===== config.mk =====
export PLATFORM = sky130hd
export DESIGN_NAME = frv_cf_sequencer
export DESIGN_NICKNAME = d
export VERILOG_FILES = /design/src/rtl/frv_cf_sequencer_pkg.sv /design/src/rtl/frv_cf_prio_enc.sv /design/src/rtl/frv_cf_sequencer.sv
export SDC_FILE = /design/constraint.sdc
export NUM_CORES = 1
export LEC_CHECK = 0
export BUFFER_PORTS_ARGS = -buffer_cell sky130_fd_sc_hd__buf_4
export CELL_PAD_IN_SITES_DETAIL_PLACEMENT = 0
export CELL_PAD_IN_SITES_GLOBAL_PLACEMENT = 1
export CORE_UTILIZATION = 36
export CTS_CLUSTER_DIAMETER = 50
export DETAILED_ROUTE_END_ITERATION = 10
export HOLD_SLACK_MARGIN = 0.1
export PLACE_DENSITY_LB_ADDON = 0.1
export SLEW_MARGIN = 20
export SYNTH_ARGS = -nofsm -noshare
export SYNTH_HDL_FRONTEND = slang
export SYNTH_HIERARCHICAL = 1
export SYNTH_SLANG_ARGS = --single-unit

===== constraint.sdc =====
create_clock -name g_clk -period 4.37 [get_ports g_clk]
set_input_delay 1.0925 -clock g_clk [delete_from_list [all_inputs] [get_ports g_clk]]
set_output_delay 1.0925 -clock g_clk [all_outputs]
set_load 0.02 [all_outputs]

===== src/rtl/frv_cf_sequencer_pkg.sv =====
// Shared constants and types for the control-flow sequencer: port indices,
// FSM encoding and the priority-encoder grant bundle.
package frv_cf_sequencer_pkg;

  localparam int XL        = 31;
  localparam int CF_NPORTS = 3;

  localparam logic [1:0] CF_PORT_TRAP = 2'd0;
  localparam logic [1:0] CF_PORT_XRET = 2'd1;
  localparam logic [1:0] CF_PORT_BR   = 2'd2;

  typedef enum logic {
    CF_IDLE = 1'b0,
    CF_BUSY = 1'b1
  } cf_state_e;

  typedef struct packed {
    logic                 vld;
    logic [CF_NPORTS-1:0] gnt;
    logic [1:0]           idx;
  } cf_grant_t;

endpackage


===== src/rtl/frv_cf_prio_enc.sv =====
// Fixed-priority encoder over the three control-flow requesters:
// trap beats xret beats branch.
module frv_cf_prio_enc
  import frv_cf_sequencer_pkg::*;
(
  input  logic [CF_NPORTS-1:0] req,
  output cf_grant_t            grant
);

  always_comb begin
    grant = '0;
    if (req[CF_PORT_TRAP]) begin
      grant.vld               = 1'b1;
      grant.gnt[CF_PORT_TRAP] = 1'b1;
      grant.idx               = CF_PORT_TRAP;
    end else if (req[CF_PORT_XRET]) begin
      grant.vld               = 1'b1;
      grant.gnt[CF_PORT_XRET] = 1'b1;
      grant.idx               = CF_PORT_XRET;
    end else if (req[CF_PORT_BR]) begin
      grant.vld               = 1'b1;
      grant.gnt[CF_PORT_BR]   = 1'b1;
      grant.idx               = CF_PORT_BR;
    end
  end

endmodule


===== src/rtl/frv_cf_sequencer.sv =====
// Arbitrates trap / xRET / branch control-flow changes onto the single
// front-end cf_req/cf_target/cf_ack channel and counts completed changes.
module frv_cf_sequencer
  import frv_cf_sequencer_pkg::*;
#(
  parameter int XL                = frv_cf_sequencer_pkg::XL,
  parameter int REGISTERED_OUTPUT = 1
) (
  input  logic        g_clk,
  input  logic        g_resetn,
  input  logic        trap_req,
  input  logic [XL:0] trap_target,
  output logic        trap_ack,
  input  logic        xret_req,
  input  logic [XL:0] xret_target,
  output logic        xret_ack,
  input  logic        br_req,
  input  logic [XL:0] br_target,
  output logic        br_ack,
  output logic        cf_req,
  output logic [XL:0] cf_target,
  input  logic        cf_ack,
  output logic        busy,
  output logic [31:0] cf_count
);

  cf_state_e            state_q, state_d;
  cf_grant_t            win;
  logic [XL:0]          win_tgt;
  logic [CF_NPORTS-1:0] gnt_q;
  logic [XL:0]          tgt_q;
  logic [31:0]          cf_count_q;
  logic                 ack_vld;
  logic [CF_NPORTS-1:0] ack_gnt;
  logic                 comb_present;

  frv_cf_prio_enc u_prio_enc (
    .req   ({br_req, xret_req, trap_req}),
    .grant (win)
  );

  always_comb begin
    case (win.idx)
      CF_PORT_TRAP: win_tgt = trap_target;
      CF_PORT_XRET: win_tgt = xret_target;
      default:      win_tgt = br_target;
    endcase
  end

  // In the unregistered build the winner is offered to the front-end while
  // still IDLE, so a same-cycle ack completes without ever latching a grant.
  assign comb_present = (REGISTERED_OUTPUT == 0) && (state_q == CF_IDLE) && win.vld;

  always_ff @(posedge g_clk or negedge g_resetn) begin
    if (!g_resetn) state_q <= CF_IDLE;
    else           state_q <= state_d;
  end

  always_comb begin
    state_d = state_q;
    case (state_q)
      CF_IDLE: if (win.vld && !(comb_present && cf_ack)) state_d = CF_BUSY;
      CF_BUSY: if (cf_ack) state_d = CF_IDLE;
      default: state_d = CF_IDLE;
    endcase
  end

  always_comb begin
    cf_req    = 1'b0;
    cf_target = tgt_q;
    ack_vld   = 1'b0;
    ack_gnt   = gnt_q;
    case (state_q)
      CF_IDLE: if (comb_present) begin
        cf_req    = 1'b1;
        cf_target = win_tgt;
        ack_vld   = cf_ack;
        ack_gnt   = win.gnt;
      end
      CF_BUSY: begin
        cf_req  = 1'b1;
        ack_vld = cf_ack;
      end
      default: ;
    endcase
  end

  always_ff @(posedge g_clk or negedge g_resetn) begin
    if (!g_resetn) begin
      gnt_q      <= '0;
      tgt_q      <= '0;
      cf_count_q <= '0;
    end else begin
      if (state_q == CF_IDLE && state_d == CF_BUSY) begin
        gnt_q <= win.gnt;
        tgt_q <= win_tgt;
      end
      if (ack_vld) cf_count_q <= cf_count_q + 32'd1;
    end
  end

  assign trap_ack = ack_vld & ack_gnt[CF_PORT_TRAP];
  assign xret_ack = ack_vld & ack_gnt[CF_PORT_XRET];
  assign br_ack   = ack_vld & ack_gnt[CF_PORT_BR];
  assign busy     = (state_q == CF_BUSY);
  assign cf_count = cf_count_q;

endmodule

### Word-level counts from Yosys, hierarchy flattened

Index checks and enable logic that the tools add are counted.

| cells by class | value |
|---|---|
| add/subtract/negate cells | 1 |
| equal/unequal tests | 1 |
| multiplexer cells | 16 |
| bitwise logic cells | 4 |
| reduce and logical (&&, ||, !) cells | 2 |

Operator list:

| cell | number |
|---|---|
| $pmux W32 S2 | 1 |
| $add A32 B1 Y32 const B | 1 |
| $mux W2 | 5 |
| $mux W1 | 7 |
| $pmux W1 S2 | 3 |
| $and A1 B1 Y1 | 3 |
| $eq A2 B1 Y1 const B | 1 |
| $logic_not A2 Y1 | 1 |
| $logic_and A1 B1 Y1 | 1 |
| $not A1 Y1 | 1 |

| word-level totals | value |
|---|---|
| bits in registers | 68 |
| input port bits | 102 |

### Logic depth before layout (Yosys ltp)

| depth | value |
|---|---|
| word-level depth | 6 |
| mapped depth | 7 |

### By module

Netlist, hierarchy kept.

Modules (own cells, without submodules):

| module | times used | cells an instance | area each (µm²) | seq. area each (µm²) |
|---|---|---|---|---|
| frv_cf_sequencer | 1 | 344 | 3,395.8 | 1,701.6 |
| frv_cf_prio_enc | 1 | 6 | 42.5 | 0.0 |

### Worst setup path after synthesis

Ideal clock, no wire load.

| timing path | value |
|---|---|
| path kind | input port to output port |
| start | input cf_ack |
| end | output br_ack |
| arrival | 1.333 ns |
| path slack | 1.945 ns |
| cell stages on the path | 1 |
| path buffers | 0 |
| path through | and3_1 |

| between the ends | value |
|---|---|
| cells in the longest elaborated chain, start to end | 2 |

Ends and longest elaborated chain:

| what | RTL line | source |
|---|---|---|
| from (decl) | frv_cf_sequencer.sv:22 | `input logic cf_ack,` |
| $pmux W1 S2 | frv_cf_sequencer.sv:73 | `case (state_q)` |
| $and A1 B1 Y1 | frv_cf_sequencer.sv:104 | `assign br_ack = ack_vld & ack_gnt[CF_PORT_BR];` |
| to (decl) | frv_cf_sequencer.sv:19 | `output logic br_ack,` |

No other way between the ends.

### Final worst setup path

| timing path | value |
|---|---|
| start | input cf_ack |
| end | output trap_ack |

| between the ends | value |
|---|---|
| cells in the longest elaborated chain, start to end | 2 |

Ends and longest elaborated chain:

| what | RTL line | source |
|---|---|---|
| $pmux W1 S2 | frv_cf_sequencer.sv:73 |  |
| $and A1 B1 Y1 | frv_cf_sequencer.sv:102 | `assign trap_ack = ack_vld & ack_gnt[CF_PORT_TRAP];` |
| to (decl) | frv_cf_sequencer.sv:13 | `output logic trap_ack,` |

No other way between the ends.

==> results.txt <==
The fraction of final layout cells with drive strength greater than 1 is 0.395. The most common cell after layout, fill and taps aside is sky130_fd_sc_hd__buf_4. The number of antenna violations at the first check in global routing came out at 0. The maximum clock frequency came out at 378 MHz. STA classifies the critical path startpoint as an input pin.

The total of warnings raised by yosys came out at 6. The total half-perimeter wirelength after legalization and detailed placement came out at 6.63 mm. The total overflow reported by the global router is 0.

After synthesis, the netlist uses 30 different library cells. The total of buffers placed on input and output ports came out at 170. The flow ran to the end, and the final reports show no timing, DRC or antenna violations. The total chip power is 2.52 mW. The area overhead of the layout relative to synthesis came out at 47.6%. The most frequent cell on the critical path is sky130_fd_sc_hd__buf_4. The area enclosed by the die boundary came out at 9950 sq um. Setup repair after global routing left no endpoint under its margin. The fill cell instance count of the final layout came out at 856. The number of detailed-route iterations in the first pass is 4. In the synthesized netlist, the number of instances is 350. The minimum clock period after layout came out at 2.64 ns. The type of the worst setup path is input pin to output pin.

The weighted congestion reported at the end of routability-driven placement is 0.776. The required time at the endpoint of the critical path came out at 3.28 ns. The final number of setup-violating endpoints is 0. The TritonCTS sink count is 68.

The setup TNS is 0 ns. The signal on the critical path passes through buf_4, and3_1, buf_4. The power density over the cells came out at 496 nW/um^2.

The number of buffers created by CTS came out at 9. For this run, the post-layout net count is 617. After clock tree synthesis, the clock-pin slew on the worst setup and hold paths is 0.07 ns. Clock skew on the completed layout was measured at 0.00891 ns. The cell type group with the largest total delay on the critical path is buffers and inverters. The mean instance size in the synthesized netlist is 9.82 sq um. The post-detailed-routing wire length is 8.74 mm. The count of antenna diodes in the layout is 0. For the worst-skew pair, the clock arrives at the later sink with an insertion delay of 0.34 ns. The total of flip-flops plus latches after synthesis is 68. The share of synthesized area occupied by flip-flops and latches is 0.495. The count of max-cap constraint violations is 0. The peak per-stage delay on the critical path is 0.16 ns.

Measured along the y axis, the die boundary spans 99.7 microns. The overall track demand over capacity in global routing came out at 0.183. Dividing the detail-routed wire length by the instance count gives 13.5 microns. The horizontal die dimension is 99.7 microns. The count of pins on the block boundary is 171. The depth of the CTS H-tree is 3.

The worst-margin pin slew is 0.958 ns. The arrival time of data at the critical path endpoint came out at 1.55 ns. The effective utilization at floorplan is 0.372.

Dividing the final minimum period by the clock period gives 0.605. The number of nets produced by synthesis is 453. The residual DRC count came out at 0. The final antenna-violating net count is 0.

The violation count after the first detailed-routing iteration is 45. The critical path capture point type is an output pin. TritonCTS built the clock tree. Among all stages on the critical path, the largest delay is contributed by sky130_fd_sc_hd__and3_1. The cell sitting at the root of the clock tree is a sky130_fd_sc_hd__clkbuf_8.

The cell area after technology mapping is 3440 sq um. The number of global-route vias before repair is 2920. The largest vdd supply drop is 0.261 mV. The number of buffers inserted to repair setup after CTS came out at 0. Leaving out fill and tap cells, the most frequent cells in the layout are sky130_fd_sc_hd__buf_4 (175), sky130_fd_sc_hd__dfrtp_1 (68), sky130_fd_sc_hd__nand2_1 (39). The number of hold-repair buffers added at the cts stage came out at 0. The per-cell via count in the routed design came out at 4.67. The number of hold-slack violations in the final timing report is 0. The top fanout value on the critical path came out at 7. The global-route wire length before repair is 14.2 mm. The number of rows in the core area is 35.

The buffer levels on the longest clock path came out at 2. Entering global routing, the biggest net connects 69 pins. The critical path buffer and inverter count came out at 2. The class of the tightest hold or removal check is flop to flop. The total count of max-transition violations in the final report is 0.

Summing over every cut layer, the via total after detailed routing is 3027. After floorplanning, the core was sized to cover 9240 sq um. The leakage power summed over all cells is 2.55 nW. The headroom to the max-slew limit came out at 0.360. The count of instances resized after the clock tree is built came out at 0.
[Yosys cell counts]
cell | instances | area share
sky130_fd_sc_hd__buf_1 | 3 | 0.0033
sky130_fd_sc_hd__or3_1 | 1 | 0.0018
sky130_fd_sc_hd__inv_1 | 3 | 0.0033
sky130_fd_sc_hd__nor4_4 | 2 | 0.012
sky130_fd_sc_hd__mux2i_1 | 32 | 0.093
sky130_fd_sc_hd__clkbuf_1 | 10 | 0.011
sky130_fd_sc_hd__nand3_2 | 1 | 0.0029
sky130_fd_sc_hd__nand4_1 | 13 | 0.024
sky130_fd_sc_hd__nor3_2 | 1 | 0.0029
sky130_fd_sc_hd__o21ai_0 | 33 | 0.048
sky130_fd_sc_hd__ha_1 | 1 | 0.0036
sky130_fd_sc_hd__buf_4 | 4 | 0.0087
sky130_fd_sc_hd__nand2_1 | 40 | 0.044
sky130_fd_sc_hd__nand4_4 | 2 | 0.012
sky130_fd_sc_hd__nor2b_1 | 1 | 0.0018
sky130_fd_sc_hd__nor2_1 | 38 | 0.041
sky130_fd_sc_hd__dfrtp_1 | 68 | 0.49
sky130_fd_sc_hd__and4_1 | 1 | 0.0025
sky130_fd_sc_hd__and3_2 | 1 | 0.0022
sky130_fd_sc_hd__and3_1 | 7 | 0.013
sky130_fd_sc_hd__xor2_1 | 7 | 0.018
sky130_fd_sc_hd__a21oi_1 | 32 | 0.047
sky130_fd_sc_hd__nor3b_1 | 1 | 0.0022
sky130_fd_sc_hd__mux2_2 | 4 | 0.013
sky130_fd_sc_hd__buf_2 | 5 | 0.0073
sky130_fd_sc_hd__and2_1 | 1 | 0.0018
sky130_fd_sc_hd__nand3_1 | 11 | 0.016
sky130_fd_sc_hd__nor3_4 | 1 | 0.0047
sky130_fd_sc_hd__nor3_1 | 2 | 0.0029
sky130_fd_sc_hd__xnor2_1 | 24 | 0.061
[flip-flops by register name, indices dropped and copies added, names as in the netlist]
signal    flops
cf_count     32
tgt_q        32
gnt_q         3
busy          1
[worst min-delay path, delay by kind of cell, from the launching register on]
family / cells / cell delay [ns]
simple gates: 1 / 0.04
flops: 1 / 0.34
compound gates: 1 / 0.06
[metal layers]
| metal | vias up | global-route usage | part of all wire |
|---|---|---|---|
| li1 | 1530 | - | - |
| met1 | 1384 | 0.229 | 0.44 |
| met2 | 108 | 0.295 | 0.47 |
| met3 | 5 | 0.0696 | 0.081 |
| met4 | 0 | 0.0475 | 0.0087 |
| met5 | - | 0 | 0 |
[cells by family (layout without fill, tap and decap cells)]
family | count (synthesis) | after routing | synth area share
AND/OR/NAND/NOR | 124 | 124 | 0.188
flip-flops | 68 | 68 | 0.495
AO/OA/AOI/OAI | 65 | 65 | 0.0946
multiplexers | 36 | 36 | 0.106
XOR/XNOR | 31 | 31 | 0.0790
buffers and inverters | 25 | 194 | 0.0335
adder cells (fa/ha/maj) | 1 | 1 | 0.00364
[final cells by class]
class                           instances  area [sq um]  share of cell area
Tap cell                              129           161              0.0318
Clock buffer                           12           155              0.0306
Multi-Input combinational cell        257          1640               0.322
Sequential cell                        68          1700               0.335
Inverter                                3          11.3             0.00222
Timing Repair Buffer                  175          1310               0.259
Clock inverter                          4          95.1              0.0187
[power by group]
group          internal (mW)  switching, mW
clock network          0.410          0.234
logic                  0.406          0.515
registers              0.813          0.138
[final timing paths]
kind / cells past startpoint / slack [ns] / to / from
worst max-delay path: 3 / 1.73 / trap_ack / cf_ack
worst min-delay path: 2 / 0.48 / tgt_q[12]$_DFFE_PN0P_ / tgt_q[12]$_DFFE_PN0P_
worst max register to register: 4 / 2.58 / tgt_q[31]$_DFFE_PN0P_ / busy$_DFF_PN0_
worst min register to register: 2 / 0.48 / tgt_q[12]$_DFFE_PN0P_ / tgt_q[12]$_DFFE_PN0P_
max in group asynchronous: 1 / 2.93 / tgt_q[22]$_DFFE_PN0P_ / g_resetn
min in group asynchronous: 1 / 0.86 / tgt_q[9]$_DFFE_PN0P_ / g_resetn
[stage by stage]
step	hold WS [ns]	utilization	worst slack (ns)	area, sq um	instances
6_report	0.481	0.549	1.73	5070	648
5_1_grt	0.506	0.549	1.65	5070	648
4_1_cts	0.488	0.549	1.72	5070	648
3_5_place_dp	0.472	0.522	1.45	4820	632
3_3_place_gp	0.463	0.522	1.56	4820	632
2_1_floorplan	0.472	-	1.94	3440	350
Note: power is estimated with default switching activity, not from simulation.
